==> src/rtl/muldiv_pkg.sv <==
// Shared encodings and helpers for the iterative multiply/divide unit.
package muldiv_pkg;

  localparam int unsigned MD_WIDTH  = 32;
  localparam int unsigned MD_CYCLES = MD_WIDTH;

  typedef enum logic [2:0] {
    MD_MULT  = 3'd0,
    MD_MULTU = 3'd1,
    MD_DIV   = 3'd2,
    MD_DIVU  = 3'd3,
    MD_MTHI  = 3'd4,
    MD_MTLO  = 3'd5
  } md_op_e;

  typedef enum logic [1:0] {
    IDLE = 2'd0,
    CALC = 2'd1,
    FIX  = 2'd2
  } md_state_e;

  function automatic logic md_is_arith(logic [2:0] op);
    return (op == MD_MULT) || (op == MD_MULTU) || (op == MD_DIV) || (op == MD_DIVU);
  endfunction

  function automatic logic md_is_signed(logic [2:0] op);
    return (op == MD_MULT) || (op == MD_DIV);
  endfunction

  function automatic logic md_is_div(logic [2:0] op);
    return (op == MD_DIV) || (op == MD_DIVU);
  endfunction

endpackage

==> src/rtl/muldiv_datapath.sv <==
// Magnitude shift-add multiplier / restoring divider with final sign correction.
module muldiv_datapath
  import muldiv_pkg::*;
#(
  parameter int unsigned WIDTH = MD_WIDTH
) (
  input  logic             i_clk,
  input  logic             i_rst,
  input  logic             i_load,
  input  logic             i_step,
  input  logic [2:0]       i_op,
  input  logic [WIDTH-1:0] i_a,
  input  logic [WIDTH-1:0] i_b,
  output logic [WIDTH-1:0] o_hi_res,
  output logic [WIDTH-1:0] o_lo_res
);

  // Upper half: partial product (mul) or remainder (div); lower half: multiplier or quotient.
  logic [2*WIDTH-1:0] r_acc;
  logic [WIDTH-1:0]   r_b;
  logic [WIDTH-1:0]   r_a_raw;
  logic               r_is_div;
  logic               r_neg_q;
  logic               r_neg_r;
  logic               r_div0;

  logic               w_signed;
  logic [WIDTH-1:0]   w_a_mag;
  logic [WIDTH-1:0]   w_b_mag;
  logic [WIDTH:0]     w_sum;
  logic [WIDTH:0]     w_rem_sh;
  logic [WIDTH-1:0]   w_diff;
  logic               w_ge;
  logic [2*WIDTH-1:0] w_acc_next;
  logic [2*WIDTH-1:0] w_prod;

  assign w_signed = md_is_signed(i_op);
  assign w_a_mag  = (w_signed && i_a[WIDTH-1]) ? -i_a : i_a;
  assign w_b_mag  = (w_signed && i_b[WIDTH-1]) ? -i_b : i_b;

  assign w_sum    = {1'b0, r_acc[2*WIDTH-1:WIDTH]} + {1'b0, (r_acc[0] ? r_b : '0)};
  assign w_rem_sh = r_acc[2*WIDTH-1:WIDTH-1];
  assign w_ge     = w_rem_sh >= {1'b0, r_b};
  // Only the low bits matter: when w_ge holds the true difference is below r_b.
  assign w_diff   = w_rem_sh[WIDTH-1:0] - r_b;

  always_comb begin
    w_acc_next = {w_sum, r_acc[WIDTH-1:1]};
    if (r_is_div) begin
      w_acc_next = {(w_ge ? w_diff : w_rem_sh[WIDTH-1:0]), r_acc[WIDTH-2:0], w_ge};
    end
  end

  always_ff @(posedge i_clk) begin
    if (i_rst) begin
      r_acc    <= '0;
      r_b      <= '0;
      r_a_raw  <= '0;
      r_is_div <= 1'b0;
      r_neg_q  <= 1'b0;
      r_neg_r  <= 1'b0;
      r_div0   <= 1'b0;
    end else if (i_load) begin
      r_acc    <= {{WIDTH{1'b0}}, w_a_mag};
      r_b      <= w_b_mag;
      r_a_raw  <= i_a;
      r_is_div <= md_is_div(i_op);
      r_neg_q  <= w_signed && (i_a[WIDTH-1] ^ i_b[WIDTH-1]);
      r_neg_r  <= w_signed && i_a[WIDTH-1];
      r_div0   <= (i_b == '0);
    end else if (i_step) begin
      r_acc    <= w_acc_next;
    end
  end

  assign w_prod = r_neg_q ? -r_acc : r_acc;

  always_comb begin
    o_hi_res = w_prod[2*WIDTH-1:WIDTH];
    o_lo_res = w_prod[WIDTH-1:0];
    if (r_is_div) begin
      if (r_div0) begin
        o_lo_res = '1;
        o_hi_res = r_a_raw;
      end else begin
        o_lo_res = r_neg_q ? -r_acc[WIDTH-1:0] : r_acc[WIDTH-1:0];
        o_hi_res = r_neg_r ? -r_acc[2*WIDTH-1:WIDTH] : r_acc[2*WIDTH-1:WIDTH];
      end
    end
  end

endmodule

==> src/rtl/muldiv_unit.sv <==
// Multiply/divide unit with HI/LO registers: FSM, iteration counter and handshake.
module muldiv_unit
  import muldiv_pkg::*;
#(
  parameter int unsigned WIDTH = MD_WIDTH
) (
  input  logic             i_clk,
  input  logic             i_rst,
  input  logic             i_start,
  input  logic [2:0]       i_op,
  input  logic [WIDTH-1:0] i_a,
  input  logic [WIDTH-1:0] i_b,
  output logic [WIDTH-1:0] o_hi,
  output logic [WIDTH-1:0] o_lo,
  output logic             o_busy,
  output logic             o_done
);

  localparam int unsigned CntW = (WIDTH > 1) ? $clog2(WIDTH) : 1;
  localparam logic [CntW-1:0] LastCnt = CntW'(WIDTH - 1);

  md_state_e        r_state;
  md_state_e        w_state_next;
  logic [CntW-1:0]  r_cnt;
  logic [WIDTH-1:0] r_hi;
  logic [WIDTH-1:0] r_lo;
  logic             r_done;

  logic             w_idle;
  logic             w_accept;
  logic             w_step;
  logic [WIDTH-1:0] w_hi_res;
  logic [WIDTH-1:0] w_lo_res;

  assign w_idle   = (r_state == IDLE);
  assign w_accept = w_idle && i_start && md_is_arith(i_op);
  assign w_step   = (r_state == CALC);

  always_comb begin
    w_state_next = r_state;
    unique case (r_state)
      IDLE:    if (w_accept) w_state_next = CALC;
      CALC:    if (r_cnt == LastCnt) w_state_next = FIX;
      FIX:     w_state_next = IDLE;
      default: w_state_next = IDLE;
    endcase
  end

  always_ff @(posedge i_clk) begin
    if (i_rst) begin
      r_state <= IDLE;
      r_cnt   <= '0;
      r_hi    <= '0;
      r_lo    <= '0;
      r_done  <= 1'b0;
    end else begin
      r_state <= w_state_next;
      r_done  <= (r_state == FIX);
      if (w_accept) begin
        r_cnt <= '0;
      end else if (w_step) begin
        r_cnt <= r_cnt + 1'b1;
      end
      // HI/LO move only on the final fix edge or an idle move-to request.
      if (r_state == FIX) begin
        r_hi <= w_hi_res;
        r_lo <= w_lo_res;
      end else if (w_idle && i_start && (i_op == MD_MTHI)) begin
        r_hi <= i_a;
      end else if (w_idle && i_start && (i_op == MD_MTLO)) begin
        r_lo <= i_a;
      end
    end
  end

  muldiv_datapath #(
    .WIDTH(WIDTH)
  ) u_datapath (
    .i_clk   (i_clk),
    .i_rst   (i_rst),
    .i_load  (w_accept),
    .i_step  (w_step),
    .i_op    (i_op),
    .i_a     (i_a),
    .i_b     (i_b),
    .o_hi_res(w_hi_res),
    .o_lo_res(w_lo_res)
  );

  assign o_hi   = r_hi;
  assign o_lo   = r_lo;
  assign o_busy = !w_idle;
  assign o_done = r_done;

endmodule

==> config.mk <==
export PLATFORM = sky130hd
export DESIGN_NAME = muldiv_unit
export DESIGN_NICKNAME = d
export VERILOG_FILES = /design/src/rtl/muldiv_pkg.sv /design/src/rtl/muldiv_datapath.sv /design/src/rtl/muldiv_unit.sv
export SDC_FILE = /design/constraint.sdc
export NUM_CORES = 1
export LEC_CHECK = 0
export BUFFER_PORTS_ARGS = -buffer_cell sky130_fd_sc_hd__clkbuf_2
export CAP_MARGIN = 20
export CORE_UTILIZATION = 40
export CTS_CLUSTER_SIZE = 30
export DETAILED_ROUTE_END_ITERATION = 12
export PLACE_DENSITY = 0.71
export SLEW_MARGIN = 20
export SYNTH_ARGS = -nofsm -noshare
export SYNTH_HDL_FRONTEND = slang
export SYNTH_SLANG_ARGS = --single-unit
==> constraint.sdc <==
create_clock -name i_clk -period 3.11 [get_ports i_clk]
set_input_delay 0.1555 -clock i_clk [delete_from_list [all_inputs] [get_ports i_clk]]
set_output_delay 0.1555 -clock i_clk [all_outputs]
set_load 0.01 [all_outputs]
==> metrics <==
status=finished with violations; failing checks=setup timing; number of I/O pins=between 100 and 150; max-cap viol count=0; Pwr Density=428 mW/mm2; Initial Util=0.406; Reg clk slew, reported paths=0.06 ns; global-route wire length before repair=97,200 um; most frequent cells in the layout=buf_4, nand2_1, a21oi_1; Syn Std Cell Area=between 0.015 and 0.02 mm2; fraction of layout cells with a size suffix above 1=0.231; reg-to-reg startpoint=u_datapath.r_acc[57]; Synth top area share=0.253; drt first pass iters=8; Startpoint Class=flip-flop; detailed-route DRC error count=0; CP Class=reg2reg; EDFF count, synth=0; Slew HR=0.468; die area=0.0412 mm2; largest net degree at the start of global routing=between 60 and 70; Setup Viol. Count Final=4; drt total wl=between 60,000 and 70,000 um; area leader, netlist=dfxtp_1; post-synth cell types=75; Worst Path Arrival=3.61 ns; Post-DP HPWL=46,300 um; syn_nets=2,339; synthesis-stage register bit count=204; reg2reg end=u_datapath.r_acc[58]; gr usage total=0.299; commonest non-fill, non-tap cell in the layout=buf_4; chip width=203 um; crit end category=flip-flop; core region area=0.0397 mm2; hold crit path type=in2reg; vias in the first global route=roughly 17,000; Crit Path Max Fanout=5; VDD IR max=428 uV; Hold Path Stages=4; dominant synthesized flop cell=dfxtp_1; Worst-Skew Late Latency=0.57 ns; IO Port Bufs=135; 1st-iter DRT viols=2,052; Congestion Overflow GR=0; total CTS buffers=24; die height=between 200 and 250 um; worst slew pin tran=0.797 ns; Total Neg Setup Slack=-0.101 ns; worst reg2reg setup slack=-0.05 ns; Root Buffer=clkbuf_16; top routing layer in use=met4; register area=0.00411 mm2; Nets=2,620; Routed Antenna Nets=0; syn avg cell area=7.35 um2; Synth area leaders=dfxtp_1, a21oi_1, xnor2_1; Leak=approximately 8.6 nW; synth-to-layout area growth=28.6%; Final Util=0.522; setup ws final=-0.0515 ns; Hold Crit Start=i_a[7]; clock skew=between 0.01 and 0.015 ns; Async S/R FF share, synth=0; WL/cell=21.3 um; area of the multi-input gates=0.0117 mm2; RSZ-0062 raised after global routing=yes; Final Hold Viols=0; num rows=73; worst-case hold path end point=u_datapath.r_a_raw[7]; Vias=18,400; fin crit share=1.02; routed length on met3=5390 um; clk sinks=between 200 and 250; post-synthesis sequential area ratio=0.253; met2 wire length=28,500 um; Slew Viols, Final=0; M1 WL=27,200 um; reg2reg path depth=13; Via density=6.08; Max Freq=316 MHz; critical path required time=3.55 ns; Longest Clk Path Bufs=3; routability-driven placement congestion ratio=approximately 1.0; min Tclk post-route=around 3.2 ns; TritonCTS clock tree=yes; H-tree levels=1; filler instances=3,713; initial antenna violation count=0; Ys Warns=0; Cells after Synth=2,197
timing repair:
item / in CTS / in global routing
endpoints found under the hold margin: 54 / 0
cloned: 1 / 1
hold buffers: 49 / 0
gates resized for setup: 30 / 136
buffers inserted: 8 / 4
setup endpoints to repair: 30 / 55
pin swaps: 7 / 53
flip-flops by register name (all words and copies together), names as in the netlist:
signal and flops:
r_state 2, u_datapath.r_is_div 1, o_hi 32, o_lo 32
u_datapath.r_acc 64, r_cnt 5, o_done 1, u_datapath.r_neg_q 1
u_datapath.r_a_raw 32, u_datapath.r_div0 1, u_datapath.r_b 32, u_datapath.r_neg_r 1
through the flow:
step           cells  hold WS (ns)  area (um2)  power [mW]  worst slack, ns
5_1_grt         3021        0.0353       20800        9.20          -0.0883
3_3_place_gp    2914         0.403       18700        5.41           -0.181
3_5_place_dp    2914         0.410       18700        5.46           -0.192
2_1_floorplan   2197         0.269       16200        4.43          -0.0301
6_report        3022        0.0241       20800        8.87          -0.0515
4_1_cts         3016       0.00210       20200        8.56          -0.0602
kinds of logic (layout without fill, tap and decap cells):
kind of cell | Yosys count | after routing | synth area share
fa+ha+maj | 72 | 72 | 0.0567
flops | 204 | 204 | 0.253
compound gates | 724 | 724 | 0.281
simple gates | 677 | 677 | 0.192
other cells | 0 | 1 | 0
buf+inv | 244 | 543 | 0.0581
xor+xnor | 175 | 175 | 0.0950
mux | 101 | 101 | 0.0636
synth_stat cells (37+ instances only):
master	instances
a21oi_1	239
nand2_1	228
nor2_1	211
dfxtp_1	204
o21ai_0	153
clkbuf_1	151
xnor2_1	122
mux2i_1	88
a211oi_1	79
ha_1	70
inv_1	63
xor2_1	53
nor3_1	44
nand3_1	43
o221ai_1	37
worst max-delay path, stage by stage, from the launching register on:
cell and delay [ns]:
dfxtp_2 0.35, ha_4 0.29, nand3_4 0.11, or4_1 0.51, or4_4 0.56, a31oi_4 0.23, a21oi_4 0.06, buf_6 0.14
nand2_8 0.08, clkbuf_16 0.16, buf_12 0.11, mux2i_1 0.20, o21a_1 0.16, o31ai_1 0.07
worst max-delay path by stage:
stage	startpoint	slack, ns	depth (start not counted)	end
final	u_datapath.r_acc[57]	-0.05	13	u_datapath.r_acc[58]
after floorplan	u_datapath.r_acc[32]	-0.03	11	o_hi[29]
after detailed placement	u_datapath.r_acc[0]	-0.19	14	u_datapath.r_acc[59]
after CTS	u_datapath.r_acc[0]	-0.06	15	u_datapath.r_acc[59]
after global placement	u_datapath.r_b[15]	-0.18	12	u_datapath.r_acc[62]
after global routing	u_datapath.r_acc[0]	-0.09	16	u_datapath.r_acc[59]
power breakdown:
part / switching (mW) / internal (mW) / total (mW)
Combinational: 1.69 / 1.36 / 3.05
Clock: 1.27 / 1.68 / 2.95
Sequential: 0.130 / 2.74 / 2.87
cell type report:
class	instances	share of cell area
antenna	1	0.000121
clock inverter	6	0.00356
inverter	65	0.0118
multi-input combinational	1749	0.566
clock buffer	38	0.0348
tap	525	0.0317
timing repair buffer	434	0.154
sequential	204	0.198
metal layers:
layer,up-vias,global-route usage
li1,8502,-
met1,8728,0.399
met2,939,0.465
met3,202,0.0474
met4,0,0.149
met5,-,0
Note: power is estimated with default switching activity, not from simulation.
